## src/rtl/tdm_demux.sv

```systemverilog
// rtl/tdm_demux.sv - time-division demultiplexer recovering N channels from a sync-framed shared line
module tdm_demux #(
  parameter int N = 2,
  parameter int W = 1,
  localparam int SW = $clog2(N)
) (
  input  logic           clk,
  input  logic           rst,
  input  logic           en,
  input  logic [W-1:0]   z,
  input  logic           sync,
  output logic [N*W-1:0] y,
  output logic           valid,
  output logic [SW-1:0]  s,
  output logic           locked,
  output logic           sync_err
);

  typedef enum logic {
    HUNT = 1'b0,
    RUN  = 1'b1
  } state_t;

  localparam logic [SW-1:0] LAST = SW'(N - 1);

  state_t               state_q, state_d;
  logic [SW-1:0]        s_q, s_d;
  logic [(N-1)*W-1:0]   shadow_q, shadow_d;
  logic [N*W-1:0]       y_q, y_d;
  logic                 valid_q, valid_d;
  logic                 locked_q, locked_d;
  logic                 sync_err_q, sync_err_d;

  // Next-state: framing FSM, slot routing into shadow, frame publish on last slot
  always_comb begin
    state_d    = state_q;
    s_d        = s_q;
    shadow_d   = shadow_q;
    y_d        = y_q;
    valid_d    = 1'b0;
    sync_err_d = 1'b0;
    locked_d   = locked_q;
    if (en) begin
      case (state_q)
        HUNT: begin
          if (sync) begin
            shadow_d[W-1:0] = z;
            s_d             = SW'(1);
            state_d         = RUN;
            locked_d        = 1'b1;
          end
        end
        RUN: begin
          if (sync) begin
            // A sync away from slot 0 abandons the partial frame and restarts at slot 0
            sync_err_d      = (s_q != '0);
            shadow_d[W-1:0] = z;
            s_d             = SW'(1);
          end else if (s_q == '0) begin
            sync_err_d = 1'b1;
            state_d    = HUNT;
            locked_d   = 1'b0;
            s_d        = '0;
          end else if (s_q == LAST) begin
            // Last sample goes straight into y so the frame is complete on this edge
            y_d     = {z, shadow_q};
            valid_d = 1'b1;
            s_d     = '0;
          end else begin
            for (int k = 1; k < N - 1; k++) begin
              if (s_q == SW'(k)) begin
                shadow_d[k*W +: W] = z;
              end
            end
            s_d = s_q + SW'(1);
          end
        end
        default: state_d = HUNT;
      endcase
    end
  end

  // State and registered outputs, cleared asynchronously on rst
  always_ff @(posedge clk or posedge rst) begin
    if (rst) begin
      state_q    <= HUNT;
      s_q        <= '0;
      shadow_q   <= '0;
      y_q        <= '0;
      valid_q    <= 1'b0;
      locked_q   <= 1'b0;
      sync_err_q <= 1'b0;
    end else begin
      state_q    <= state_d;
      s_q        <= s_d;
      shadow_q   <= shadow_d;
      y_q        <= y_d;
      valid_q    <= valid_d;
      locked_q   <= locked_d;
      sync_err_q <= sync_err_d;
    end
  end

  assign y        = y_q;
  assign valid    = valid_q;
  assign s        = s_q;
  assign locked   = locked_q;
  assign sync_err = sync_err_q;

endmodule

```

## config.mk

```make
export PLATFORM = sky130hd
export DESIGN_NAME = tdm_demux
export DESIGN_NICKNAME = d
export VERILOG_FILES = /design/src/rtl/tdm_demux.sv
export SDC_FILE = /design/constraint.sdc
export NUM_CORES = 1
export LEC_CHECK = 0
export CAP_MARGIN = 15
export CORE_AREA = 2 2 39 41
export CTS_CLUSTER_DIAMETER = 40
export DETAILED_ROUTE_END_ITERATION = 7
export DIE_AREA = 0 0 41 43
export PLACE_DENSITY = 0.53
export RECOVER_POWER = 100
export SLEW_MARGIN = 20
export SYNTH_ARGS = -nofsm -noshare
export SYNTH_HDL_FRONTEND = slang
export SYNTH_SLANG_ARGS = --single-unit
```

## constraint.sdc

```tcl
create_clock -name clk -period 2.1 [get_ports clk]
set_input_delay 0.525 -clock clk [delete_from_list [all_inputs] [get_ports clk]]
set_output_delay 0.525 -clock clk [all_outputs]
set_load 0.05 [all_outputs]
```

==> impl_metrics.tcl <==
set metrics [dict create \
    pin_count_of_the_biggest_net_entering_global_routing 9 \
    post-route-min-period_ns 2.01 \
    die_area_um2 1760 \
    clk_pin_slew_ns 0.05 \
    layout_setup_ws_ns 0.0914 \
    synthTopCellsByArea "dfrtp_1 (58%), mux2_4 (8.7%), ha_1 (7.2%)" \
    finalNetCount 51 \
    timing.setup.tns_ns 0 \
    filler_cells 148 \
    grt.total_usage_pct 10.5 \
    die_y_um 43 \
    tightestPinTransition_ns 0.497 \
    insertion_delay_ns 0.25 \
    use_met3_pct 4.71 \
    synth_nets 35 \
    design.core.area_um2 1380 \
    cts_buffers 3 \
    criticalPathCategory "flop to output port" \
    final_min_period_over_clock_period_pct 95.6 \
    stdcell_count 58 \
    report.final.setup_viol 0 \
    maxSlewHeadroom_pct 66.7 \
    top_count_cell_post_synth "dfrtp_1" \
    viasPerCell 4.36 \
    cts_buffer_depth 2 \
    detailed_place_hpwl_um 518 \
    post_synth_top_area_cell "dfrtp_1" \
    critical_path_peak_fanout 5 \
    synth_enable_flop_cells 0 \
    io-pin-count 11 \
    antenna_found_initial 0 \
    post_cts_buffers 0 \
    groute.layer.met2.usage_pct 13.4 \
    timing.critical_path.to_type "output port" \
    critical-path-slowest-cell "clkdlybuf4s50_1" \
    syn_inst 28 \
    timing.fmax_mhz 498 \
    globalplace.congestion 0.776 \
    worst-path-buf-inv 1 \
    num_vias 253 \
    synth_area_per_cell_um2 12.3 \
    floorplan.initialDensity_pct 25.0 \
    path_delay_family "buffers and inverters" \
    number_of_global_route_vias_before_repair 269 \
    timing_hold_violations_final 0 \
    critical_path_cell_list "clkdlybuf4s50_1" \
    power.ir.vdd_worst_mv 0.450 \
    dp.cells 55 \
    post_route_cells_drive_above_1_share_pct 14.3 \
    critical_path.startpoint_type "flop" \
    cts-hold-fix-buffers 0 \
    synth_top_cells_by_count "dfrtp_1 (8), nand2_1 (4), inv_1 (3), ha_1 (2), mux2_4 (2)" \
    critical_path_required_time_ns 1.57 \
    global_route.usage.met1_pct 13.3 \
    worst_clock_skew_ns 0.00224 \
    tritoncts "done" \
    drt_iter0_drc 0 \
    portBuffers 10 \
    die_width_um 41 \
    worstHoldPathType "flop to flop" \
    ant_nets 0 \
    n_antenna_cell 0 \
    wl_per_cell_um 11.4 \
    placementRows 14 \
    synthToLayoutAreaGrowth_pct 39.1 \
    synth_largest_type_area_fraction_pct 58.0 \
    post_cts_resize_count 0 \
    ys_dominant_reg_cell "dfrtp_1" \
    asyncSetResetFlopFracSynth_pct 100 \
    postSynthRegisterBits 8 \
    gr-total-overflow 0 \
    crit_path_max_incr_delay_ns 0.83 \
    pins_over_their_slew_limit 0 \
    globalRoute.busiestLayer "met2" \
    rsz0062_at_grt "false" \
    finalCoreUtilization_pct 34.7 \
    synth_warnings 0 \
    synth_seq_area_share_pct 58.0 \
    crit_arrival_ns 1.48 \
    post_synth_num_cell_types 14 \
    wire_length_of_the_first_global_routing_pass_um 1170 \
    htree_num_levels 1 \
    maxCapViolations 0 \
    syn_area_um2 345 \
    drtPass1Iterations 1 \
    status "completed" \
    powerDensity_nw_per_um2 1160 \
    clock_sink_count 8 \
    drt_wl_total_um 664 \
    reported_leakage_power_nw 0.234 \
    pre_cts_setup_slack_ns 0.211 \
    power.total_w 0.000557 \
    clock_root_buffer "clkbuf_4" \
    worst_case_register_to_register_setup_slack_ns 0.75 \
    drc 0 \
]
-- cell type report --
type | count | area, µm² | share of cell area [%]
Sequential cell | 8 | 200 | 41.7
Multi-Input combinational cell | 17 | 123 | 25.5
Timing Repair Buffer | 11 | 104 | 21.6
Clock buffer | 3 | 22.5 | 4.69
Tap cell | 16 | 20.0 | 4.17
Inverter | 3 | 11.3 | 2.34
-- worst paths after layout --
kind	endpoint	cells past startpoint	start
worst max register to register	y[1]	3	s
worst min register to register	y[1]	1	y[1]
worst max-delay path	s	1	s
min in group asynchronous	y[0]	2	rst
max in group asynchronous	y[1]	2	rst
worst min-delay path	y[1]	1	y[1]
-- registers in the layout, indices dropped and copies added, names as in the netlist --
name	cells
s	1
locked	1
valid	1
y	2
sync_err	1
state_q	1
shadow_q	1
-- power breakdown --
group / switching, W / internal, W
combinational: 0.000146 / 0.0000788
sequential: 0.0000238 / 0.000191
clock: 0.0000519 / 0.0000654
total: 0.000222 / 0.000335
-- per-stage QoR --
stage,area (µm²),hold slack [ns]
2_1_floorplan,345,0.341
3_3_place_gp,473,0.489
3_5_place_dp,473,0.497
4_1_cts,495,0.511
5_1_grt,480,0.531
6_report,480,0.490
-- cells in the final DEF (no fill, tap or decap) --
| cell | netlist | layout |
|---|---|---|
| clkbuf_1 | 0 | 1 |
| mux2_2 | 1 | 1 |
| ha_1 | 2 | 2 |
| nand2_1 | 4 | 5 |
| dlygate4sd3_1 | 0 | 7 |
| clkbuf_4 | 0 | 3 |
| a31oi_1 | 1 | 1 |
| clkdlybuf4s50_1 | 0 | 3 |
| mux2_4 | 2 | 1 |
| and3_2 | 1 | 1 |
| nor2_1 | 1 | 1 |
| mux2_1 | 0 | 1 |
| or3_1 | 0 | 1 |
| a21oi_1 | 1 | 1 |
| inv_1 | 3 | 3 |
| o21ai_0 | 1 | 1 |
| dfrtp_1 | 8 | 8 |
| o211ai_1 | 1 | 1 |
-- logic make-up after synthesis --
kind of cell / count (synthesis) / share of synthesized area, %
fa+ha+maj: 2 / 7.25
mux: 3 / 12.0
compound gates: 4 / 6.88
simple gates: 8 / 12.7
buf+inv: 3 / 3.26
flops: 8 / 58.0
-- routing by layer --
metal	vias to the layer above	wire, µm
li1	123	-
met1	121	296
met2	9	309
met3	0	58
met4	0	0
met5	-	0
(Power assumes the default switching activity.)
